## src/rtl/mem_access_unit_pkg.sv

```systemverilog
// Shared definitions for the memory access stage: funct3 load/store
// encodings, result-select encodings, FSM state type and alignment helpers.
package mem_access_unit_pkg;

    // Load funct3 encodings
    localparam logic [2:0] F3_LB  = 3'b000;
    localparam logic [2:0] F3_LH  = 3'b001;
    localparam logic [2:0] F3_LW  = 3'b010;
    localparam logic [2:0] F3_LBU = 3'b100;
    localparam logic [2:0] F3_LHU = 3'b101;

    // Store funct3 encodings
    localparam logic [2:0] F3_SB  = 3'b000;
    localparam logic [2:0] F3_SH  = 3'b001;
    localparam logic [2:0] F3_SW  = 3'b010;

    // Write-back result select encodings
    localparam logic [1:0] RES_ALU  = 2'b00;
    localparam logic [1:0] RES_LOAD = 2'b01;
    localparam logic [1:0] RES_PC4  = 2'b10;

    // Memory stage FSM
    typedef enum logic {
        ST_IDLE   = 1'b0,
        ST_ACCESS = 1'b1
    } mau_state_e;

    // Access size derived from funct3; the unused encodings 011/110/111
    // fall into the word class so they behave like LW.
    typedef enum logic [1:0] {
        SZ_BYTE = 2'd0,
        SZ_HALF = 2'd1,
        SZ_WORD = 2'd2
    } access_size_e;

    function automatic access_size_e access_size(input logic [2:0] funct3);
        case (funct3[1:0])
            2'b00:   return SZ_BYTE;
            2'b01:   return SZ_HALF;
            default: return SZ_WORD;
        endcase
    endfunction

    // A halfword must sit on an even address, a word on a multiple of four.
    function automatic logic is_misaligned(input logic [2:0] funct3,
                                           input logic [1:0] addr_lo);
        case (access_size(funct3))
            SZ_HALF: return addr_lo[0];
            SZ_WORD: return |addr_lo;
            default: return 1'b0;
        endcase
    endfunction

endpackage

```

## src/rtl/mem_access_unit_lsu_align.sv

```systemverilog
// lsu_align: purely combinational byte-lane formatting for a 32-bit bus.
// Produces store byte enables / replicated store data and extracts plus
// extends load data from the lane selected by the low address bits.
module lsu_align
    import mem_access_unit_pkg::*;
(
    input  logic [2:0]  funct3_i,
    input  logic [1:0]  addr_lo_i,
    input  logic [31:0] store_data_i,
    input  logic [31:0] rdata_i,
    output logic [3:0]  be_store_o,
    output logic [31:0] wdata_o,
    output logic [31:0] load_data_o
);

    logic [31:0] rdata_shifted;
    logic [7:0]  load_byte;
    logic [15:0] load_half;

    // Move the addressed lane down to bit 0 so extraction is lane-independent.
    assign rdata_shifted = rdata_i >> {addr_lo_i, 3'b000};
    assign load_byte     = rdata_shifted[7:0];
    assign load_half     = rdata_shifted[15:0];

    // Store formatting: byte enables follow the address, data is replicated
    // across all lanes so the enabled lane always carries the right bits.
    always_comb begin
        // NOTE: every output gets a default first so no path can infer a latch.
        be_store_o = 4'b1111;
        wdata_o    = store_data_i;
        case (access_size(funct3_i))
            SZ_BYTE: begin
                be_store_o = 4'(4'b0001 << addr_lo_i);
                wdata_o    = {4{store_data_i[7:0]}};
            end
            SZ_HALF: begin
                be_store_o = addr_lo_i[1] ? 4'b1100 : 4'b0011;
                wdata_o    = {2{store_data_i[15:0]}};
            end
            default: begin
                be_store_o = 4'b1111;
                wdata_o    = store_data_i;
            end
        endcase
    end

    // Load extension: signed/unsigned byte and halfword, everything else
    // passes the full word through.
    always_comb begin
        load_data_o = rdata_i;
        case (funct3_i)
            F3_LB:   load_data_o = {{24{load_byte[7]}}, load_byte};
            F3_LH:   load_data_o = {{16{load_half[15]}}, load_half};
            F3_LBU:  load_data_o = {24'b0, load_byte};
            F3_LHU:  load_data_o = {16'b0, load_half};
            default: load_data_o = rdata_i;
        endcase
    end

endmodule

```

## src/rtl/mem_access_unit.sv

```systemverilog
// mem_access_unit: EX/MEM pipeline register plus the MEM-stage data bus
// master. Aligned loads/stores run a request on the data bus and stall the
// pipe until the slave answers; misaligned ops are dropped and flagged.
// The byte-lane path assumes a 32-bit data bus (DATA_WIDTH = 32).
module mem_access_unit
    import mem_access_unit_pkg::*;
#(
    parameter int DATA_WIDTH          = 32,
    parameter int DATA_ADDR_WIDTH     = 32,
    parameter int REGISTER_ADDR_WIDTH = 5
) (
    input  logic                           clk,
    input  logic                           rst_n,
    // EX stage
    input  logic                           reg_write_EX,
    input  logic                           mem_write_EX,
    input  logic [1:0]                     result_sel_EX,
    input  logic [DATA_WIDTH-1:0]          alu_res_EX,
    input  logic [DATA_WIDTH-1:0]          write_data_EX,
    input  logic [REGISTER_ADDR_WIDTH-1:0] rd_EX,
    input  logic [2:0]                     funct3_EX,
    input  logic [DATA_ADDR_WIDTH-1:0]     PC_plus_4_EX,
    input  logic                           flush_EX_MEM,
    // EX/MEM register (also the forwarding source)
    output logic [DATA_WIDTH-1:0]          alu_res_EX_MEM_o,
    output logic [REGISTER_ADDR_WIDTH-1:0] rd_EX_MEM_o,
    output logic                           reg_write_EX_MEM_o,
    output logic [1:0]                     result_sel_EX_MEM_o,
    output logic [DATA_ADDR_WIDTH-1:0]     PC_plus_4_EX_MEM_o,
    // MEM stage status
    output logic [DATA_WIDTH-1:0]          load_data_MEM,
    output logic                           mem_done_MEM,
    output logic                           stall_MEM,
    output logic                           misalign_MEM,
    // Data bus
    output logic                           dmem_req,
    output logic                           dmem_we,
    output logic [DATA_ADDR_WIDTH-1:0]     dmem_addr,
    output logic [DATA_WIDTH-1:0]          dmem_wdata,
    output logic [3:0]                     dmem_be,
    input  logic                           dmem_ready,
    input  logic [DATA_WIDTH-1:0]          dmem_rdata
);

    mau_state_e                     state_q, state_d;

    logic [DATA_WIDTH-1:0]          alu_res_q, alu_res_d;
    logic [DATA_WIDTH-1:0]          write_data_q, write_data_d;
    logic [REGISTER_ADDR_WIDTH-1:0] rd_q, rd_d;
    logic                           reg_write_q, reg_write_d;
    logic                           mem_write_q, mem_write_d;
    logic [1:0]                     result_sel_q, result_sel_d;
    logic [2:0]                     funct3_q, funct3_d;
    logic [DATA_ADDR_WIDTH-1:0]     pc_plus_4_q, pc_plus_4_d;
    logic                           misalign_q, misalign_d;

    logic                           mem_op_EX;
    logic                           misaligned_EX;
    logic                           start_access;
    logic [DATA_ADDR_WIDTH-1:0]     mem_addr;
    logic [3:0]                     be_store;

    // Classify the incoming instruction; only an aligned, unflushed memory
    // op launches a bus access.
    assign mem_op_EX     = mem_write_EX || (result_sel_EX == RES_LOAD);
    assign misaligned_EX = mem_op_EX && is_misaligned(funct3_EX, alu_res_EX[1:0]);
    assign start_access  = mem_op_EX && !misaligned_EX && !flush_EX_MEM;

    // EX/MEM next-state: hold while stalled, else capture EX or a bubble.
    always_comb begin
        alu_res_d    = alu_res_q;
        write_data_d = write_data_q;
        rd_d         = rd_q;
        reg_write_d  = reg_write_q;
        mem_write_d  = mem_write_q;
        result_sel_d = result_sel_q;
        funct3_d     = funct3_q;
        pc_plus_4_d  = pc_plus_4_q;
        misalign_d   = misalign_q;
        if (!stall_MEM) begin
            alu_res_d    = alu_res_EX;
            write_data_d = write_data_EX;
            rd_d         = rd_EX;
            funct3_d     = funct3_EX;
            pc_plus_4_d  = PC_plus_4_EX;
            if (flush_EX_MEM) begin
                reg_write_d  = 1'b0;
                mem_write_d  = 1'b0;
                result_sel_d = RES_ALU;
                misalign_d   = 1'b0;
            end else begin
                // A misaligned op must never write back its (bogus) result.
                misalign_d   = misaligned_EX;
                reg_write_d  = reg_write_EX && !misaligned_EX;
                mem_write_d  = mem_write_EX;
                result_sel_d = result_sel_EX;
            end
        end
    end

    // FSM next state: stay in ACCESS until the slave answers; otherwise the
    // instruction being captured decides, giving back-to-back accesses.
    always_comb begin
        state_d = state_q;
        if (!stall_MEM) begin
            state_d = start_access ? ST_ACCESS : ST_IDLE;
        end
    end

    // State and EX/MEM register; reset abandons any access in flight.
    always_ff @(posedge clk or negedge rst_n) begin
        if (!rst_n) begin
            // NOTE: sequential state uses non-blocking assignments only, so all
            // registers update together from pre-edge values.
            state_q      <= ST_IDLE;
            alu_res_q    <= '0;
            write_data_q <= '0;
            rd_q         <= '0;
            reg_write_q  <= 1'b0;
            mem_write_q  <= 1'b0;
            result_sel_q <= '0;
            funct3_q     <= '0;
            pc_plus_4_q  <= '0;
            misalign_q   <= 1'b0;
        end else begin
            state_q      <= state_d;
            alu_res_q    <= alu_res_d;
            write_data_q <= write_data_d;
            rd_q         <= rd_d;
            reg_write_q  <= reg_write_d;
            mem_write_q  <= mem_write_d;
            result_sel_q <= result_sel_d;
            funct3_q     <= funct3_d;
            pc_plus_4_q  <= pc_plus_4_d;
            misalign_q   <= misalign_d;
        end
    end

    // Word-aligned bus address from the registered effective address.
    assign mem_addr  = DATA_ADDR_WIDTH'(alu_res_q);
    assign dmem_addr = {mem_addr[DATA_ADDR_WIDTH-1:2], 2'b00};

    lsu_align u_lsu_align (
        .funct3_i     (funct3_q),
        .addr_lo_i    (alu_res_q[1:0]),
        .store_data_i (write_data_q),
        .rdata_i      (dmem_rdata),
        .be_store_o   (be_store),
        .wdata_o      (dmem_wdata),
        .load_data_o  (load_data_MEM)
    );

    // Bus handshake and stage status; dmem_ready only matters in ACCESS.
    always_comb begin
        dmem_req     = 1'b0;
        dmem_we      = 1'b0;
        dmem_be      = 4'b0000;
        stall_MEM    = 1'b0;
        mem_done_MEM = 1'b0;
        if (state_q == ST_ACCESS) begin
            dmem_req     = 1'b1;
            dmem_we      = mem_write_q;
            dmem_be      = mem_write_q ? be_store : 4'b1111;
            stall_MEM    = !dmem_ready;
            mem_done_MEM = dmem_ready;
        end
    end

    assign alu_res_EX_MEM_o    = alu_res_q;
    assign rd_EX_MEM_o         = rd_q;
    assign reg_write_EX_MEM_o  = reg_write_q;
    assign result_sel_EX_MEM_o = result_sel_q;
    assign PC_plus_4_EX_MEM_o  = pc_plus_4_q;
    assign misalign_MEM        = misalign_q;

endmodule

```

## config.mk

```make
export PLATFORM = sky130hd
export DESIGN_NAME = mem_access_unit
export DESIGN_NICKNAME = d
export VERILOG_FILES = /design/src/rtl/mem_access_unit_pkg.sv /design/src/rtl/mem_access_unit_lsu_align.sv /design/src/rtl/mem_access_unit.sv
export SDC_FILE = /design/constraint.sdc
export NUM_CORES = 1
export LEC_CHECK = 0
export ABC_AREA = 1
export BUFFER_PORTS_ARGS = -buffer_cell sky130_fd_sc_hd__buf_2
export CAP_MARGIN = 20
export CORE_AREA = 2 2 123 125
export CTS_CLUSTER_DIAMETER = 120
export DETAILED_ROUTE_END_ITERATION = 8
export DIE_AREA = 0 0 125 127
export PLACE_DENSITY = 0.7
export SLEW_MARGIN = 20
export SYNTH_ARGS = -nofsm -noshare
export SYNTH_HDL_FRONTEND = slang
export SYNTH_SLANG_ARGS = --single-unit
export TNS_END_PERCENT = 30
```

## constraint.sdc

```tcl
create_clock -name clk -period 1.9 [get_ports clk]
set_input_delay 0.19 -clock clk [delete_from_list [all_inputs] [get_ports clk]]
set_output_delay 0.19 -clock clk [all_outputs]
set_load 0.02 [all_outputs]
```

Yosys cells after proc, flatten, opt, wreduce, memory -nomap -nowiden --
Index checks and enable logic that the tools add are counted.
Storage, ports and cells: register bits 110, input port bits 144, output and inout port bits 177, word-level logic and storage cells 52
Cells by class: equal/unequal tests 9, shifts and indexed selects 2, mux-type cells 18, reduce and logical (&&, ||, !) cells 13
Operators with widths (number):
- $pmux 32 s4 | 1
- $pmux 32 s2 | 1
- $shr 32x5->16 | 1
- $mux 4 | 3
- $eq 2x1->1 const B | 5
- $mux 1 | 8
- $pmux 2 s2 | 2
- $pmux 4 s2 | 1
- $eq 3x3->1 const B | 2
- $logic_not 2->1 | 3
- $logic_and 1x1->1 | 4
- $shl 1x2->4 const A | 1
- $eq 3x1->1 const B | 1
- $logic_not 1->1 | 3
- $logic_not 3->1 | 1
- $eq 2x2->1 const B | 1
- $mux 2 | 1
- $pmux 1 s2 | 1
- $reduce_or 2->1 | 1
- $logic_or 1x1->1 | 1

Longest topological paths before layout --
Gate-level depths: netlist of the first run.
depth in word-level cells 9, gate-level depth with buffers 9, mapped depth without buffers 7

Modules after synthesis --
From an unflattened synthesis of the first run, not the netlist that was laid out.
Second synthesis, totals: cells, all modules 804, area total of the unflattened synthesis 5848.1 um^2
By module, submodules not included:
- mem_access_unit | instances 1, cells an instance 524, area each 4526.8 um^2, sequential area each 2752.6 um^2
- lsu_align | instances 1, cells an instance 280, area each 1321.3 um^2, sequential area each 0.0 um^2

Worst setup path before layout of the first run --
Ideal clock, no wire load.
kind register to output, start point register alu_res_q[0] (netlist: alu_res_EX_MEM_o[0]), end point output port load_data_MEM[10], arrival time 1.361 ns, required time 1.710 ns, setup slack 0.349 ns, stages on the path, launching flop included 10, buffers on the path 2, cell sequence dfrtp_1 -> inv_2 -> buf_6 -> nand2_1 -> nand2_1 -> nand2_2 -> nand2_2 -> nand2_4 -> buf_6 -> nand4_2
On the way: longest elaborated chain between the ends 2
Ends and longest elaborated chain:
- start, declared | RTL line mem_access_unit.sv:47 | logic [DATA_WIDTH-1:0] alu_res_q, alu_res_d;
- start signal, assigned | RTL line mem_access_unit.sv:127 | alu_res_q <= alu_res_d;
- $shr 32x5->16 | RTL line mem_access_unit_lsu_align.sv:21 | assign rdata_shifted = rdata_i >> {addr_lo_i, 3'b000};
- $pmux 32 s4 | RTL line mem_access_unit_lsu_align.sv:51 | case (funct3_i)
- end, declared | RTL line mem_access_unit.sv:31 | output logic [DATA_WIDTH-1:0] load_data_MEM,
No other way between the ends.

Worst setup path in the final report of the first run --
start point register alu_res_q[0] (netlist: alu_res_EX_MEM_o[0]), end point output port load_data_MEM[21]
The elaborated chain is that of the path after synthesis.

==> flow_summary.toml, run 1 <==
[synthesis]
synth_top_area_cell = "dfrtp_1"
synth_top_area_share_pct = 47.9
syn_area_mm2 = 0.00575
ys_seq_area_share_pct = 47.9
synth-edff-count = 0
synth_cell_types = 27
synth-async-reset-ratio_pct = 100
synth_cells = 754
synthTopCellsByArea = "dfrtp_1 48%, nand2_1 25%, buf_4 5.4%"
synth_warnings = 0
ys_ff_latch = 110
synth_area_per_cell_um2 = 7.62
synth-main-ff-cell = "dfrtp_1"

[place]
gp_congestion = 0.948
dp.cells = 1193
hpwl_um = 13300
numPortBuffers = 318
place_ws_ns = 0.215

[cells_and_area]
areaGrowthSynthToFinish_pct = 43.3
final_common_cell = "nand2_1"
layout-drive-gt1-share_pct = 42.4
nets = 1180
stdcell_count = 1225
layout_common_cells = "358 x nand2_1, 288 x buf_2, 105 x dfrtp_1, 39 x inv_1, 36 x buf_6"
antennaDiodeCount = 0

[worst_setup_path]
cp-start-kind = "flip-flop"
path_cells = "clkinv_4 -> nor2_4 -> nand2_2 -> nand3_4 -> nand2_8 -> nand3_2 -> buf_6"
endpoint_kind = "primary output"
cp_top_family = "simple AND/OR/NAND/NOR gates"
cp_data_required_time_ns = 1.71
critPathMaxStageDelay_ns = 0.46
path_max_fanout = 8
cp_slowest_cell = "dfrtp_2"
path_buf_inv = 2
cp.arrival_ns = 1.69
crit_type = "flip-flop to primary output"

[global_route]
track_usage_pct = 22.1
antenna_found_initial = 0
grt_max_degree = 87
grt-ovfl-total = 0
grt_pass1_wl_um = 28100
grt_pass1_vias = 5476

[routing]
top_layer_used = "met4"
wl_per_cell_um = 15.8
vias = 6015
antenna_left = 0
met1_length_um = 7840
met3_length_um = 1960
routed_wl_um = 19300
viasPerCell = 4.91
first_pass_iters = 5
route.detailed.drc = 0
met2_length_um = 9110
drtIter0Drc = 478

[floorplanning]
dieWidth_um = 125
core_mm2 = 0.0144
initial_core_util_pct = 39.8
pin_count = 321
die_area_mm2 = 0.0159
chipHeight_um = 127
rows = 44

[power_and_ir_drop]
ir_worst_vdd_mv = 0.429
p_per_area_mw_per_mm2 = 861
p_leak_nw = 4.70

[clock_tree]
cts_max_path_buffers = 2
cts_htree_levels = 3
cts_tree = "done"
cts-root-buf = "clkbuf_16"
worstSkewPairLatency_ns = 0.35
path_clk_slew_ns = 0.08
clock-sinks = 110
numCtsBuffers = 9

[timing]
hold_viol = 0
layout_min_cycle_time_ns = 1.88
holdWs_ns = 0.0304
finalCritPeriodShare_pct = 99.2
timing.fmax_mhz = 531
slew_viol_final = 0
setup_viol = 0
finalClockSkew_ns = 0.00914
fin_ws_ns = 0.0151
finalSetupTns_ns = 0
grt_setup_unrepaired = "true"

[worst_hold_path]
hp-class = "primary input to flip-flop"

[status]
status = "complete, no violations"

[flow_run]
cap_violations = 0
sequential cells by signal (all words and copies together), names as in the netlist:
| register | cells |
|---|---|
| PC_plus_4_EX_MEM_o | 32 |
| alu_res_EX_MEM_o | 32 |
| funct3_q | 3 |
| mem_write_q | 1 |
| misalign_MEM | 1 |
| rd_EX_MEM_o | 5 |
| reg_write_EX_MEM_o | 1 |
| result_sel_EX_MEM_o | 2 |
| state_q | 1 |
| write_data_q | 32 |
metal layers:
layer,track usage (%),vias to the layer above
li1,-,2883
met1,29.0,2743
met2,36.3,344
met3,5.53,45
met4,6.86,0
met5,0,-
Yosys cell counts, types with 2 or more instances:
cell type	instances
nand2_1	377
buf_2	16
inv_2	6
inv_1	41
clkbuf_1	14
nand3_2	14
nand4_2	7
nand3_1	30
nand2_2	3
buf_6	4
o221ai_1	8
nor2_1	6
buf_1	3
buf_4	41
o211ai_1	2
nor2_2	3
nand2_4	2
o21ai_0	29
dfrtp_1	110
o21ai_1	31
area by class of cell:
cell class	count	area [um^2]
Sequential cell	110	2760
Timing Repair Buffer	344	2100
Clock buffer	11	243
Inverter	47	194
Multi-Input combinational cell	524	2650
Tap cell	184	230
Fill cell	1345	6190
Clock inverter	5	65.1
power breakdown:
| group | switching (mW) | internal (mW) | total (mW) |
|---|---|---|---|
| clock network | 0.871 | 1.07 | 1.95 |
| logic | 1.53 | 0.890 | 2.42 |
| registers | 0.166 | 2.57 | 2.73 |
cell families (layout without fill, tap and decap cells):
family                 Yosys count  in the layout  synth area share (%)
and+or+nand+nor                447            451                  33.5
other                            1              2                0.0653
buffers and inverters          125            407                  11.7
DFF                            110            110                  47.9
AOI/OAI and AO/OA               71             71                  6.81
timing repair:
item	in CTS	in global routing
hold endpoints to repair	110	0
hold buffers	1	0
buffers inserted	4	6
setup endpoints to repair	31	40
pin swaps	3	20
gates cloned	2	3
resized for setup	25	115
through the flow:
stage | util (%) | power [mW] | area [um^2]
2_1_floorplan | - | 4.08 | 5750
3_5_place_dp | 50.2 | 4.82 | 7240
6_report | 57.1 | 7.10 | 8240
5_1_grt | 57.1 | 7.46 | 8240
3_3_place_gp | 50.2 | 4.79 | 7240
4_1_cts | 53.6 | 6.86 | 7730
tightest hold or removal path, stage by stage:
cell and delay, ns:
buf_2 0.07, nand2_1 0.04, nand2_1 0.04
path summary, 6_finish.rpt:
kind / start / end / slack (ns) / cells past startpoint
worst max-delay path: alu_res_EX_MEM_o[0] / load_data_MEM[21] / 0.02 / 7
worst min-delay path: alu_res_EX[23] / alu_res_EX_MEM_o[23] / 0.03 / 3
worst max register to register: state_q / write_data_q[2] / 0.27 / 6
worst min register to register: reg_write_EX_MEM_o / reg_write_EX_MEM_o / 0.48 / 2
max in group asynchronous: rst_n / PC_plus_4_EX_MEM_o[3] / 1.16 / 3
min in group asynchronous: rst_n / write_data_q[15] / 0.18 / 2
Note: power is estimated with default switching activity, not from simulation.
==> run 2, diff against run 1 <==
==> constraint.sdc (replaced) <==
create_clock -name clk -period 2.1 [get_ports clk]
set_input_delay 0.21 -clock clk [delete_from_list [all_inputs] [get_ports clk]]
set_output_delay 0.21 -clock clk [all_outputs]
set_load 0.02 [all_outputs]
==> run 2 against run 1 <==
Combinational power down 24%. Die area unchanged. Setup slack better by 0.12 ns. Largest power group unchanged. Non-clock buffer count down 11. Utilization down 5.0 points. First-iteration DRC count down 13%. Via count down 4.6%. Clock skew up 0.00099 ns. Largest cell class unchanged.
==> flow_summary.toml, run 2 (synthesized netlist as in run 1, its figures left out) <==
[status]
status = "complete, no violations"

[timing]
tightest_slew_ns = 0.653
grt_setup_unrepaired = "false"
timing.fmax_mhz = 508
finalSetupTns_ns = 0
hold_viol = 0
slew_viol_final = 0
finalClockSkew_ns = 0.0101
layout_min_cycle_time_ns = 1.97
fin_ws_ns = 0.131
finalCritPeriodShare_pct = 93.8
holdWs_ns = 0.0540
max_slew_margin_pct = 56.5
setup_viol = 0

[cells_and_area]
nets = 1165
stdcell_area_mm2 = 0.00752
areaGrowthSynthToFinish_pct = 30.9
final_common_cell = "nand2_1"
utilization_pct = 52.1
fillers = 1422
stdcell_count = 1208
layout_common_cells = "377 x nand2_1, 317 x buf_2, 108 x dfrtp_1, 41 x inv_1, 31 x o21ai_1"
layout-drive-gt1-share_pct = 37.5
antennaDiodeCount = 0

[clock_tree]
cts_htree_levels = 3
cts-root-buf = "clkbuf_16"
cts_max_path_buffers = 2
clock-sinks = 110
cts_tree = "done"
path_clk_slew_ns = 0.07
worstSkewPairLatency_ns = 0.34
numCtsBuffers = 9

[place]
numPortBuffers = 318
gp_congestion = 0.916
dp.cells = 1193
place_area_mm2 = 0.00720
hpwl_um = 13100
place_ws_ns = 0.372

[routing]
wl_per_cell_um = 14.4
route.detailed.drc = 0
vias = 5741
first_pass_iters = 6
drtIter0Drc = 418
routed_wl_um = 17300
viasPerCell = 4.75
antenna_left = 0

[global_route]
grt_max_degree = 111
grt-ovfl-total = 0
grt_busiest_layer = "met2"
track_usage_pct = 21.4
use_met3_pct = 6.70
grt_pass1_vias = 5432
grt_pass1_wl_um = 27500
use_met2_pct = 35.2
antenna_found_initial = 1
grt_use_met1_pct = 27.8

[floorplanning]
core_mm2 = 0.0144
initial_core_util_pct = 39.8
dieWidth_um = 125
die_area_mm2 = 0.0159
rows = 44
pin_count = 321
chipHeight_um = 127

[power_and_ir_drop]
switchingPower_mw = 2.10
p_per_area_mw_per_mm2 = 791
total_power_mw = 5.95
p_leak_nw = 4.46
ir_worst_vdd_mv = 0.392
seqPwrFrac_pct = 41.5
switching_share_pct = 35.3
comb_power_share_pct = 31.0
clkPwrFrac_pct = 27.6
p_int_mw = 3.85

[worst_setup_path]
cp-start-kind = "flip-flop"
endpoint_kind = "primary output"
cp_top_family = "simple AND/OR/NAND/NOR gates"
path_buf_inv = 3
cp_data_required_time_ns = 1.89
crit_cells = 7
critPathMaxStageDelay_ns = 0.44
cp_slowest_cell = "dfrtp_1"
r2r_cells = 6
cp.arrival_ns = 1.76
path_cells = "inv_2 -> nand2_2 -> buf_4 -> nor2_8 -> nand2_4 -> nand3_1 -> buf_2"
path_max_fanout = 16
crit_type = "flip-flop to primary output"

[worst_hold_path]
hp-class = "primary input to flip-flop"
holdPathStages = 3

[flow_run]
cap_violations = 0
==> run 2: cell count changes in the layout (fill, tap and decap cells not counted), moves of 5 or more <==
cell	before	now
nand2_8	7	1
buf_2	288	317
nand4_2	2	7
nand2_1	358	377
nand3_2	24	14
buf_12	6	1
buf_6	36	1
nand3_1	19	30
nand2_2	19	3
nand4_4	5	0
==> run 2: cell type report <==
type	instances	area, um^2	area share [%]
Clock buffer	11	233	3.09
Clock inverter	3	46.3	0.616
Timing Repair Buffer	333	1730	22.9
Sequential cell	110	2760	36.6
Inverter	47	181	2.41
Multi-Input combinational cell	520	2350	31.2
Tap cell	184	230	3.06
==> run 2: worst paths after layout <==
path / endpoint / slack [ns] / start
worst max-delay path: load_data_MEM[28] / 0.13 / funct3_q[1]
worst min-delay path: alu_res_EX_MEM_o[23] / 0.05 / alu_res_EX[23]
worst max register to register: write_data_q[29] / 0.44 / state_q
worst min register to register: reg_write_EX_MEM_o / 0.47 / reg_write_EX_MEM_o
max in group asynchronous: alu_res_EX_MEM_o[0] / 1.17 / rst_n
min in group asynchronous: write_data_q[15] / 0.49 / rst_n
==> run 2: timing repair <==
action | CTS | global route
resized for setup | 3 | 5
setup buffers | 0 | 0
hold buffers | 1 | 0
hold endpoints to repair | 110 | 0
setup endpoints to repair | 2 | 24
==> run 2: per-layer routing <==
metal / vias to the layer above / part of all wire, %
met5: - / 0.075
met4: 2 / 0.70
met3: 14 / 9.3
met2: 256 / 48
met1: 2624 / 42
li1: 2845 / -
==> run 2: power by group through the flow <==
stage	sequential (mW)	combinational, mW	clock, mW
finish	2.47	1.84	1.64
global route	2.50	2.01	1.78
CTS	2.47	1.85	1.69
floorplan	2.65	1.04	0
detailed placement	2.50	1.84	0
global placement	2.49	1.83	0
==> run 2: worst min-delay path, stage by stage <==
cell and delay, ns:
buf_2 0.07, nand2_1 0.04, nand2_1 0.04
==> run 3, diff against run 2 <==
--- a/config.mk
+++ b/config.mk
@@ -8,11 +8,13 @@
 export ABC_AREA = 1
 export BUFFER_PORTS_ARGS = -buffer_cell sky130_fd_sc_hd__buf_2
 export CAP_MARGIN = 20
-export CORE_AREA = 2 2 123 125
+export CELL_PAD_IN_SITES_DETAIL_PLACEMENT = 1
+export CELL_PAD_IN_SITES_GLOBAL_PLACEMENT = 1
+export CORE_MARGIN = 2
+export CORE_UTILIZATION = 30
 export CTS_CLUSTER_DIAMETER = 120
 export DETAILED_ROUTE_END_ITERATION = 8
-export DIE_AREA = 0 0 125 127
-export PLACE_DENSITY = 0.7
+export PLACE_DENSITY = 0.77
 export SLEW_MARGIN = 20
 export SYNTH_ARGS = -nofsm -noshare
 export SYNTH_HDL_FRONTEND = slang
==> run 3 against run 2 <==
Via count increased by 3.1%. Sequential cell count unchanged. Die area increased by 28%. Clock skew decreased by 0.0030 ns. Register-to-register slack improved by 0.17 ns. Count of clock-buffer cells in the layout decreased by 2. Final cell count increased by 5.0%. Utilization decreased by 11 points. First-iteration DRC count decreased by 40%. Hold slack got worse by 0.0086 ns. Total power increased by 6.4%. Sequential share of layout area decreased by 1.1 points.
==> flow_summary.toml, run 3 (synthesized netlist as in run 1, its figures left out) <==
[global_route]
grt_pass1_wl_um = 31800
grt_max_degree = 87
track_usage_pct = 20.0
antenna_found_initial = 1
grt_pass1_vias = 6015
grt-ovfl-total = 0

[floorplanning]
initial_core_util_pct = 30.6
chipHeight_um = 142
die_area_mm2 = 0.0203
pin_count = 321
dieWidth_um = 142
rows = 50
core_mm2 = 0.0188

[timing]
max_slew_margin_pct = 64.3
finalCritPeriodShare_pct = 95.2
grt_setup_unrepaired = "false"
finalSetupTns_ns = 0
layout_min_cycle_time_ns = 2.00
hold_viol = 0
slew_viol_final = 0
setup_viol = 0
timing.fmax_mhz = 500
finalClockSkew_ns = 0.00711
tightest_slew_ns = 0.536
fin_ws_ns = 0.101

[status]
status = "complete, no violations"

[worst_setup_path]
path_max_fanout = 24
r2r_start = "state_q"
cp_data_required_time_ns = 1.89
cp-start-kind = "flip-flop"
r2r_cells = 6
endpoint_kind = "primary output"
cp.arrival_ns = 1.79
r2r_end = "write_data_q[8]"
crit_type = "flip-flop to primary output"
r2r_slack_ns = 0.61
startpoint = "alu_res_EX_MEM_o[0]"
crit_end = "load_data_MEM[24]"

[clock_tree]
cts_htree_levels = 3
clock-sinks = 110
path_clk_slew_ns = 0.08
cts_tree = "done"
worstSkewPairLatency_ns = 0.35
cts-root-buf = "clkbuf_16"
numCtsBuffers = 9
cts_max_path_buffers = 2

[routing]
antenna_left = 0
first_pass_iters = 4
drtIter0Drc = 249
wl_per_cell_um = 16.2
route.detailed.drc = 0
viasPerCell = 4.66
routed_wl_um = 20600
vias = 5919

[cells_and_area]
areaGrowthSynthToFinish_pct = 34.9
layout-drive-gt1-share_pct = 38.4
layout_common_cells = "377 x nand2_1, 317 x buf_2, 108 x dfrtp_1, 40 x inv_1, 31 x o21ai_1"
nets = 1173
final_common_cell = "nand2_1"
fillers = 2424

[power_and_ir_drop]
p_per_area_mw_per_mm2 = 817
ir_worst_vdd_mv = 0.502
total_power_mw = 6.33
p_leak_nw = 4.54

[place]
hpwl_um = 15800
numPortBuffers = 318
gp_congestion = 0.844
place_ws_ns = 0.291

[worst_hold_path]
hp-class = "primary input to flip-flop"

[flow_run]
cap_violations = 0
run 3: cell count changes in the layout (fill, tap and decap cells not counted), moves of 2 or more:
cell | previous run | this run
buf_12 | 1 | 3
buf_4 | 13 | 19
clkbuf_1 | 2 | 0
clkinv_4 | 0 | 2
inv_8 | 0 | 2
nand2_8 | 1 | 3
run 3: worst min-delay path by stage:
stage / from / endpoint / slack, ns / cells after the start
2_1_floorplan: rst_n / PC_plus_4_EX_MEM_o[0] / -0.09 / 0
3_3_place_gp: rst_n / write_data_q[31] / 0.23 / 1
3_5_place_dp: rst_n / write_data_q[31] / 0.23 / 1
4_1_cts: alu_res_EX[3] / alu_res_EX_MEM_o[3] / 0.03 / 3
5_1_grt: PC_plus_4_EX[14] / PC_plus_4_EX_MEM_o[14] / 0.05 / 3
6_report: alu_res_EX[13] / alu_res_EX_MEM_o[13] / 0.05 / 3
run 3: layer usage:
layer	part of all wire (%)	up-vias	global-route usage, %	routed length (um)
li1	-	2858	-	-
met1	43	2807	25.2	8760
met2	48	231	34.4	9990
met3	7.8	21	5.08	1600
met4	1.2	2	4.64	238
met5	0.063	-	0	13
run 3: repair_timing:
action	in CTS	in global routing
setup buffers	0	2
hold buffers	1	0
resized for setup	5	7
endpoints found under the setup margin	31	31
endpoints found under the hold margin	34	0
run 3: critical path: stages, from the launching register on:
cell and delay [ns]:
dfrtp_2 0.50, inv_4 0.14, nand2_1 0.07, nand2_1 0.08, nand2_2 0.06, nand2_2 0.11
nand2_8 0.16, nand3_1 0.15, buf_2 0.17
run 3: area by class of cell:
class / instances / area [um^2] / area share, %
Sequential cell: 110 / 2760 / 35.5
Multi-Input combinational cell: 520 / 2370 / 30.5
Timing Repair Buffer: 341 / 1810 / 23.4
Tap cell: 234 / 293 / 3.78
Clock buffer: 9 / 225 / 2.91
Inverter: 47 / 183 / 2.36
Clock inverter: 7 / 116 / 1.50
Antenna cell: 1 / 2.50 / 0.0323
run 3: where the power goes:
group | internal, mW | total, mW | switching [mW]
registers | 2.32 | 2.47 | 0.146
clock network | 1.08 | 1.95 | 0.868
logic | 0.633 | 1.92 | 1.29
run 3: through the flow:
step                      util (%)  cell area, um^2  hold WS, ns  instances
after global placement        39.1             7330        0.229       1249
after floorplan                  -             5750      -0.0856        755
after CTS                     41.1             7710       0.0315       1266
final                         41.3             7750       0.0454       1269
after global routing          41.3             7750       0.0460       1268
after detailed placement      39.1             7330        0.229       1249
